===== src/rtl/interval_timer_if.sv =====
// Signal bundle between the interval timer, its controlling FSM and the time-parameter store.
// The master modport is the environment side; the slave modport is the timer itself.
interface interval_timer_if #(
    parameter int WIDTH = 4
);
    logic             start;
    logic [1:0]       interval_sel;
    logic             oneHz_enable;
    logic             prog_sync;
    logic [1:0]       interval;
    logic [WIDTH-1:0] value;
    logic             expired;
    logic             busy;
    logic [WIDTH-1:0] remaining;

    modport master (
        output start, interval_sel, oneHz_enable, prog_sync, value,
        input  interval, expired, busy, remaining
    );

    modport slave (
        input  start, interval_sel, oneHz_enable, prog_sync, value,
        output interval, expired, busy, remaining
    );
endinterface


===== src/rtl/interval_timer.sv =====
// Countdown timer: selects a duration from the time-parameter store, latches it after the
// store's read latency, counts 1 Hz ticks down to zero and pulses expired for one clock.
module interval_timer #(
    parameter int WIDTH     = 4,
    parameter int VALUE_LAT = 1
) (
    input  logic            clk,
    input  logic            rst_n,
    interval_timer_if.slave bus
);
    typedef enum logic [1:0] {
        S_IDLE  = 2'd0,
        S_LOAD  = 2'd1,
        S_COUNT = 2'd2
    } state_t;

    localparam logic [1:0]       WAIT_INIT = 2'(VALUE_LAT - 1);
    localparam logic [WIDTH-1:0] CNT_ONE   = WIDTH'(1);

    state_t           r_state,    w_state_nxt;
    logic [1:0]       r_interval, w_interval_nxt;
    logic [1:0]       r_wait,     w_wait_nxt;
    logic [WIDTH-1:0] r_count,    w_count_nxt;
    logic             r_expired,  w_expired_nxt;
    logic [1:0]       w_sel_mapped;

    // The reserved select code reads the base interval.
    assign w_sel_mapped = (bus.interval_sel == 2'b11) ? 2'b00 : bus.interval_sel;

    always_ff @(posedge clk or negedge rst_n) begin
        if (!rst_n) begin
            r_state    <= S_IDLE;
            r_interval <= 2'b00;
            r_wait     <= 2'b00;
            r_count    <= '0;
            r_expired  <= 1'b0;
        end else begin
            // NOTE: non-blocking so every register updates from the same pre-edge values.
            r_state    <= w_state_nxt;
            r_interval <= w_interval_nxt;
            r_wait     <= w_wait_nxt;
            r_count    <= w_count_nxt;
            r_expired  <= w_expired_nxt;
        end
    end

    always_comb begin
        // NOTE: every target gets a default first so no path through the case infers a latch.
        w_state_nxt    = r_state;
        w_interval_nxt = r_interval;
        w_wait_nxt     = r_wait;
        w_count_nxt    = r_count;
        w_expired_nxt  = 1'b0;

        if (bus.prog_sync) begin
            w_state_nxt = S_IDLE;
            w_count_nxt = '0;
        end else if (bus.start) begin
            // Retrigger from any state: old count and any coincident expiry are discarded.
            w_state_nxt    = S_LOAD;
            w_interval_nxt = w_sel_mapped;
            w_wait_nxt     = WAIT_INIT;
            w_count_nxt    = '0;
        end else begin
            unique case (r_state)
                S_IDLE: begin
                end
                S_LOAD: begin
                    if (r_wait != 2'b00) begin
                        w_wait_nxt = r_wait - 2'd1;
                    end else if (bus.value == '0) begin
                        w_state_nxt   = S_IDLE;
                        w_expired_nxt = 1'b1;
                    end else begin
                        w_state_nxt = S_COUNT;
                        w_count_nxt = bus.value;
                    end
                end
                S_COUNT: begin
                    if (r_count == '0) begin
                        w_state_nxt = S_IDLE;
                    end else if (bus.oneHz_enable) begin
                        if (r_count == CNT_ONE) begin
                            w_state_nxt   = S_IDLE;
                            w_expired_nxt = 1'b1;
                            w_count_nxt   = '0;
                        end else begin
                            w_count_nxt = r_count - CNT_ONE;
                        end
                    end
                end
                default: begin
                    w_state_nxt = S_IDLE;
                    w_count_nxt = '0;
                end
            endcase
        end
    end

    assign bus.interval  = r_interval;
    assign bus.expired   = r_expired;
    assign bus.busy      = (r_state != S_IDLE);
    assign bus.remaining = r_count;
endmodule


===== src/flat_wrapper.sv =====
// flat-port wrapper written by rule: the top's interface ports become plain ports
module interval_timer_flat 
#(
    parameter int WIDTH     = 4,
    parameter int VALUE_LAT = 1
)
  (clk, rst_n, bus_start, bus_interval_sel, bus_oneHz_enable, bus_prog_sync, bus_value, bus_interval, bus_expired, bus_busy, bus_remaining);
  interval_timer_if #(.WIDTH(WIDTH)) bus_i ();
  input  logic clk;
  input  logic rst_n;
  input wire logic [$bits(bus_i.start)-1:0] bus_start;
  input wire logic [$bits(bus_i.interval_sel)-1:0] bus_interval_sel;
  input wire logic [$bits(bus_i.oneHz_enable)-1:0] bus_oneHz_enable;
  input wire logic [$bits(bus_i.prog_sync)-1:0] bus_prog_sync;
  input wire logic [$bits(bus_i.value)-1:0] bus_value;
  output wire logic [$bits(bus_i.interval)-1:0] bus_interval;
  output wire logic [$bits(bus_i.expired)-1:0] bus_expired;
  output wire logic [$bits(bus_i.busy)-1:0] bus_busy;
  output wire logic [$bits(bus_i.remaining)-1:0] bus_remaining;
  assign bus_i.start = bus_start;
  assign bus_i.interval_sel = bus_interval_sel;
  assign bus_i.oneHz_enable = bus_oneHz_enable;
  assign bus_i.prog_sync = bus_prog_sync;
  assign bus_i.value = bus_value;
  assign bus_interval = bus_i.interval;
  assign bus_expired = bus_i.expired;
  assign bus_busy = bus_i.busy;
  assign bus_remaining = bus_i.remaining;
  interval_timer #(.WIDTH(WIDTH), .VALUE_LAT(VALUE_LAT)) u_core (.clk(clk), .rst_n(rst_n), .bus(bus_i));
endmodule

===== config.mk =====
export PLATFORM = sky130hd
export DESIGN_NAME = interval_timer_flat
export DESIGN_NICKNAME = d
export VERILOG_FILES = /design/src/rtl/interval_timer_if.sv /design/src/rtl/interval_timer.sv /design/src/flat_wrapper.sv
export SDC_FILE = /design/constraint.sdc
export NUM_CORES = 1
export LEC_CHECK = 0
export ABC_AREA = 1
export BUFFER_PORTS_ARGS = -buffer_cell sky130_fd_sc_hd__buf_2
export CORE_MARGIN = 2
export CORE_UTILIZATION = 25
export CTS_BUF_LIST = sky130_fd_sc_hd__clkbuf_2
export DETAILED_ROUTE_END_ITERATION = 10
export GPL_TIMING_DRIVEN = 0
export PLACE_DENSITY_LB_ADDON = 0.05
export SLEW_MARGIN = 0
export SYNTH_ARGS = -nofsm -noshare
export SYNTH_HDL_FRONTEND = slang
export SYNTH_SLANG_ARGS = --single-unit

===== constraint.sdc =====
create_clock -name clk -period 1.6 [get_ports clk]
set_input_delay 0.24 -clock clk [delete_from_list [all_inputs] [get_ports clk]]
set_output_delay 0.24 -clock clk [all_outputs]
set_load 0.005 [all_outputs]

==> results.md, run 1 <==
* Status: completed
* Yosys warnings at 0
* Worst-path clk slew at 0.11 ns
* Largest net degree at the start of global routing at 12
* Diode count at 0
* Vias in the first global route at 764
* Nets at 151
* Critical Path AT at 1.67 ns
* PD cells at 589 nW/um^2
* Worst Hold Depth at 2
* H-tree levels at 1
* Area Growth Syn to Fin at 24.2%
* Seq/Total Area, Yosys at 0.350
* Antenna-violating nets left at 0
* Setup slack after placement at 0.143 ns
* CTS tree: yes
* Setup ws final at 0.143 ns
* Startpoint types: flop
* Layout Utilization at 0.323
* Flops & latches, synth at 11
* Clock tree buffer depth at 2
* Post-Route WL at 1820 microns
* VDD IR max at 0.000266 V
* Width of the die at 60.1 microns
* Clock sink total at 11
* Min Clock Period, post-route at 1.46 ns
* First-pass GRT wire length at 3360 microns
* Synth unique cells at 21
* Final hold viol count at 0
* Number of max-cap violations at 0
* Initial Util at 0.260
* Average size of a mapped cell at 7.29 sq um
* Hold WS at 0.156 ns
* Met2 WL at 763 microns
* Root Driver: clkbuf_2
* Max Fclk at 0.686 GHz
* Net Count, Synth at 125
* Setup_tns at 0 ns
* Layout cells sized above 1 at 0.278
* HP Class: in -> reg
* Crit Path Class: reg -> reg
* Grt ovf at 0
* TritonCTS Buffers at 3
* Core area at 3030 sq um
* Highest routed layer: met4
* Synthesized instance count at 108
* CP Cell Sequence: ha_1 > buf_6 > nand2_4 > nand2_2 > nand2_1 > nand2_2 > nor2_4 > nand3_1 > nand2_1
* Global Route Usage Sum at 0.127
* Worst Reg-to-Reg Cells at 9
* Commonest non-fill, non-tap cell in the layout: nand2_1
* Initial antenna violation count at 0
* CP max-delay cell: dfrtp_1
* Die height at 60.1 microns
* Power after layout at 0.576 mW
* Placed cell count at 170
* Metal3 WL at 75 microns
* Worst Tran Pin Value at 0.256 ns
* Critical Path End Type: flop
* Die ar. at 3610 sq um
* Post-Syn Area at 787 sq um
* Commonest non-fill, non-tap cells in the layout: nand2_1, buf_2, inv_1
* DR WL/cell at 10.3 microns
* Critical Path RT at 1.81 ns
* DR vias/cell at 4.08
* Final Wtd Congestion at 0.740
* Num ports at 19
* Post-CTS sizing at 0
* CP max stage delay at 0.42 ns
* Clock latency on the worst-skew pair at 0.26 ns
* CP Max Fanout at 8
* Layout Cells excl Fill at 177
* Area after DPL at 932 sq um
* Clk_skew at 0.00425 ns
* Crit share post-route at 0.911
* Final Setup Violations at 0
* Post-route DRC at 0
* Detailed Place HPWL at 1530 microns
* 1st-iter DRT viols at 27
* Rel. slew slack at 0.829
* Unrepaired setup endpoints after global routing: no
* Input/output buffers at 18
* # rows at 20
* Slew Limit Fails at 0
* Final Cell Area at 977 sq um
* DR pass1 iterations at 4
* Met1 wire length at 941 microns
* Via total after detailed routing at 722
* P_leak at 0.562 nW
[worst max-delay path: cells and delay by family (launching register included)]
kind | cells | cell delay (ns)
simple gates | 7 | 0.64
flops | 1 | 0.42
fa+ha+maj | 1 | 0.21
buf+inv | 1 | 0.14
[layout make-up]
cell class	count	area [sq um]
plain buffers	1	11.3
clock buffers	4	20.0
inverters	19	71.3
repair buffers	21	115
multi-input cells	77	429
well taps	44	55.1
flip-flops and latches	11	275
fillers	348	2050
[registers in the layout, summed over array words and instances (netlist names)]
register / cells
u_core.bus.remaining: 4
u_core.r_wait: 2
u_core.r_state: 2
u_core.bus.interval: 2
u_core.bus.expired: 1
[repair_timing]
item	4_1_cts	5_1_grt
hold buffers	1	0
buffers inserted	0	2
endpoints found under the hold margin	11	0
endpoints found under the setup margin	0	4
[cells by family after synthesis]
group                    count (synthesis)  share of synthesized area
XOR/XNOR                                 1                     0.0111
adder cells (fa/ha/maj)                  6                     0.0954
AO/OA/AOI/OAI                            9                     0.0668
buffers and inverters                   20                      0.105
AND/OR/NAND/NOR                         61                      0.372
flip-flops                              11                      0.350
[final timing paths]
path | startpoint | slack [ns] | end
max | u_core.r_state[0]$_DFFE_PN0P_ | 0.14 | u_core.bus.remaining[0]$_DFFE_PN0P_
min | bus_interval_sel[1] | 0.16 | u_core.bus.interval[0]$_DFFE_PN0P_
max reg2reg | u_core.r_state[0]$_DFFE_PN0P_ | 0.14 | u_core.bus.remaining[0]$_DFFE_PN0P_
min reg2reg | u_core.bus.interval[0]$_DFFE_PN0P_ | 0.50 | u_core.bus.interval[0]$_DFFE_PN0P_
max in group asynchronous | rst_n | 1.03 | u_core.bus.remaining[3]$_DFFE_PN0P_
min in group asynchronous | rst_n | 0.36 | u_core.r_wait[0]$_DFFE_PN0P_
[routing by layer]
layer  global-route usage  up-vias
met5                    0        -
met1                0.183      313
met3               0.0152        5
met2                0.185       18
li1                     -      386
met4               0.0667        0
[power by group]
| group | switching, mW | internal, mW |
|---|---|---|
| registers | 0.00664 | 0.288 |
| clock network | 0.0963 | 0.0663 |
| logic | 0.0702 | 0.0488 |
| total | 0.173 | 0.403 |
[synthesized netlist by cell type]
| cell | count | area share |
|---|---|---|
| nand2_2 | 5 | 0.040 |
| nand2_1 | 32 | 0.15 |
| xor2_1 | 1 | 0.011 |
| o21ai_2 | 1 | 0.011 |
| nand3_1 | 10 | 0.064 |
| ha_1 | 6 | 0.095 |
| o21ai_0 | 3 | 0.019 |
| nand3_2 | 1 | 0.013 |
| nor2_4 | 2 | 0.029 |
| inv_2 | 2 | 0.0095 |
| nand4_1 | 3 | 0.024 |
| nand2_4 | 1 | 0.014 |
| dfrtp_1 | 11 | 0.35 |
| and2_1 | 1 | 0.0080 |
| buf_6 | 1 | 0.014 |
| a21oi_1 | 2 | 0.013 |
| nor2_1 | 6 | 0.029 |
| inv_1 | 17 | 0.081 |
| o22ai_1 | 1 | 0.0080 |
| o21ai_1 | 1 | 0.0064 |
| o31ai_1 | 1 | 0.0095 |
Power figures use the tool's default switching activity.
==> run 2: changes to the inputs <==
--- a/config.mk
+++ b/config.mk
@@ -13,6 +13,7 @@
 export DETAILED_ROUTE_END_ITERATION = 10
 export GPL_TIMING_DRIVEN = 0
 export PLACE_DENSITY_LB_ADDON = 0.05
+export SETUP_SLACK_MARGIN = 0.4
 export SLEW_MARGIN = 0
 export SYNTH_ARGS = -nofsm -noshare
 export SYNTH_HDL_FRONTEND = slang
==> constraint.sdc (replaced) <==
create_clock -name clk -period 1.3 [get_ports clk]
set_input_delay 0.195 -clock clk [delete_from_list [all_inputs] [get_ports clk]]
set_output_delay 0.195 -clock clk [all_outputs]
set_load 0.005 [all_outputs]
==> run 2 against run 1 <==
  * The flow now finishes with violations (negative setup slack)
  * Design area is 15% higher
  * Cell count grew 4.0%
  * Fmax grew 3.1%
  * Clock power rose by 31%
  * Sequential power up 24%
  * Critical endpoint unchanged
  * Largest cell class unchanged
  * Largest power group unchanged
  * Highest routed layer unchanged
==> results.md, run 2 (synthesis gave the netlist of run 1 again) <==
* Commonest non-fill, non-tap cells in the layout: nand2_1, buf_2, inv_1
* Root Driver: clkbuf_2
* Global routing's busiest layer: met2
* Critical Path End Type: flop
* Slew Limit Fails at 0 (unchanged)
* Global Route Usage Sum at 0.123 (-0.00395)
* Die ar. at 3610 sq um (unchanged)
* Layout cells sized above 1 at 0.450 (+0.172)
* Final Cell Area at 1130 sq um (+15%)
* Clock latency on the worst-skew pair at 0.27 ns (about the same)
* Worst Tran Pin Value at 0.277 ns (+0.0213 ns)
* Max Fclk at 0.707 GHz (+3.1%)
* Largest net degree at the start of global routing at 12 (unchanged)
* Final Setup Violations at 9 (+9)
* Unrepaired setup endpoints after global routing: yes
* 1st-iter DRT viols at 24 (-11%)
* Final hold viol count at 0 (unchanged)
* Met2 global-route usage at 0.199 (+0.0140)
* Grt ovf at 0 (unchanged)
* Placed cell count at 170 (unchanged)
* Setup ws final at -0.114 ns (-0.257 ns)
* Initial Util at 0.260 (unchanged)
* Global-route met3 utilization at 0.0303 (+0.0152)
* Detailed Place HPWL at 1480 microns (-3.0%)
* Crit Path Class: reg -> reg
* Min Clock Period, post-route at 1.41 ns (-0.0434 ns)
* Vias in the first global route at 761 (-0.39%)
* TritonCTS Buffers at 3 (unchanged)
* Critical Path RT at 1.47 ns (-0.34 ns)
* Die height at 60.1 microns (unchanged)
* Antenna-violating nets left at 0 (unchanged)
* Commonest non-fill, non-tap cell in the layout: nand2_1
* Setup_tns at -0.483 ns (-0.483 ns)
* CP Cell Sequence: inv_2 > ha_4 > buf_6 > nand2_4 > nand2_2 > nand2_4 > nand4_1 > nand2_1 > nand2_2
* Startpoint types: flop
* Number of max-cap violations at 0 (unchanged)
* Number of flip-flops under the largest register name at 4 (unchanged)
* Status: complete, but fails checks
* Via total after detailed routing at 769 (+6.5%)
* CP max stage delay at 0.41 ns (about the same)
* Core area at 3030 sq um (unchanged)
* Clock tree buffer depth at 2 (unchanged)
* WP buf/inv at 2 (+1)
* DR pass1 iterations at 4 (unchanged)
* Top cell family by delay on the critical path: simple AND/OR/NAND/NOR gates
* Critical Path AT at 1.58 ns (-0.09 ns)
* # fillers at 337 (-3.2%)
* Violated checks: negative setup slack
* Post-Route WL at 2030 microns (+11%)
* Nets at 158 (+4.6%)
* Clock sink total at 11 (unchanged)
* Post-route DRC at 0 (unchanged)
* Width of the die at 60.1 microns (unchanged)
* H-tree levels at 1 (unchanged)
* Num ports at 19 (unchanged)
* # rows at 20 (unchanged)
* First-pass GRT wire length at 3260 microns (-2.9%)
* Input/output buffers at 18 (unchanged)
* CP max-delay cell: dfrtp_1
* PD cells at 677 nW/um^2 (+15%)
* CP Max Fanout at 5 (-3)
* CTS tree: yes
* Rel. slew slack at 0.815 (-0.0142)
* VDD IR max at 0.000349 V (+31%)
* Initial antenna violation count at 0 (unchanged)
* Final Wtd Congestion at 0.716 (-3.3%)
* Area after DPL at 942 sq um (+1.1%)
* P_leak at 0.601 nW (+6.9%)
* Layout Cells excl Fill at 184 (+4.0%)
* M1 GR Usage at 0.158 (-0.0248)
* Worst-path clk slew at 0.13 ns (+0.02 ns)
* Crit share post-route at 1.09 (+0.177)
* Clk_skew at 0.00428 ns (+0.0000372 ns)
* DR vias/cell at 4.18 (+2.5%)
* Diode count at 0 (unchanged)
* Area Growth Syn to Fin at 43.1%
* HP Class: in -> reg
* DR WL/cell at 11.0 microns (+7.1%)
## run 2: path summary, 6_finish.rpt
kind | from | to | slack [ns] | depth (start not counted)
worst max-delay path | u_core.r_state[1]$_DFFE_PN0P_ | u_core.bus.remaining[0]$_DFFE_PN0P_ | -0.11 | 9
worst max register to register | u_core.r_state[1]$_DFFE_PN0P_ | u_core.bus.remaining[0]$_DFFE_PN0P_ | -0.11 | 9
min in group asynchronous | rst_n | u_core.r_wait[0]$_DFFE_PN0P_ | 0.32 | 2
worst min register to register | u_core.bus.interval[1]$_DFFE_PN0P_ | u_core.bus.interval[1]$_DFFE_PN0P_ | 0.49 | 2
max in group asynchronous | rst_n | u_core.r_state[0]$_DFFE_PN0P_ | 0.75 | 2
worst min-delay path | bus_interval_sel[1] | u_core.bus.interval[0]$_DFFE_PN0P_ | 0.11 | 2
## run 2: worst register-to-register path, stage by stage, from the launching register on
cell and delay (ns):
dfrtp_1 0.41, inv_2 0.07, ha_4 0.16, buf_6 0.12
nand2_4 0.06, nand2_2 0.06, nand2_4 0.07, nand4_1 0.17
nand2_1 0.14, nand2_2 0.07
## run 2: routing by layer
layer  vias up  part of all wire
met5         -                 0
met3         4             0.044
met1       350              0.47
li1        399                 -
met4         0             0.013
met2        16              0.48
## run 2: report_power, final
| group | switching [mW] | leakage [nW] | internal, mW |
|---|---|---|---|
| registers | 0.00990 | 0.149 | 0.355 |
| clock network | 0.131 | 0.0166 | 0.0816 |
| logic | 0.103 | 0.435 | 0.0819 |
| total | 0.244 | 0.601 | 0.518 |
## run 2: per-stage QoR
stage | total power [mW] | hold WS, ns | setup WS, ns | utilization
final | 0.762 | 0.109 | -0.114 | 0.372
after global routing | 0.812 | 0.106 | -0.195 | 0.372
after CTS | 0.754 | 0.101 | -0.114 | 0.351
after detailed placement | 0.515 | 0.0963 | -0.0946 | 0.311
after global placement | 0.517 | 0.0915 | -0.117 | 0.311
after floorplan | 0.456 | -0.101 | 0.0767 | -
## run 2: area by class of cell
type / instances / area [sq um] / area share
Multi-Input combinational cell: 77 / 500 / 0.444
Clock buffer: 4 / 20.0 / 0.0178
Sequential cell: 11 / 277 / 0.246
Inverter: 19 / 73.8 / 0.0656
Timing Repair Buffer: 28 / 189 / 0.168
Tap cell: 44 / 55.1 / 0.0489
Buffer: 1 / 11.3 / 0.0100
## run 2: timing repair
action | CTS | global route
pin swaps | 7 | 5
hold buffers | 1 | 0
buffers inserted | 6 | 3
endpoints found under the setup margin | 17 | 17
hold endpoints to repair | 11 | 0
resized for setup | 11 | 14
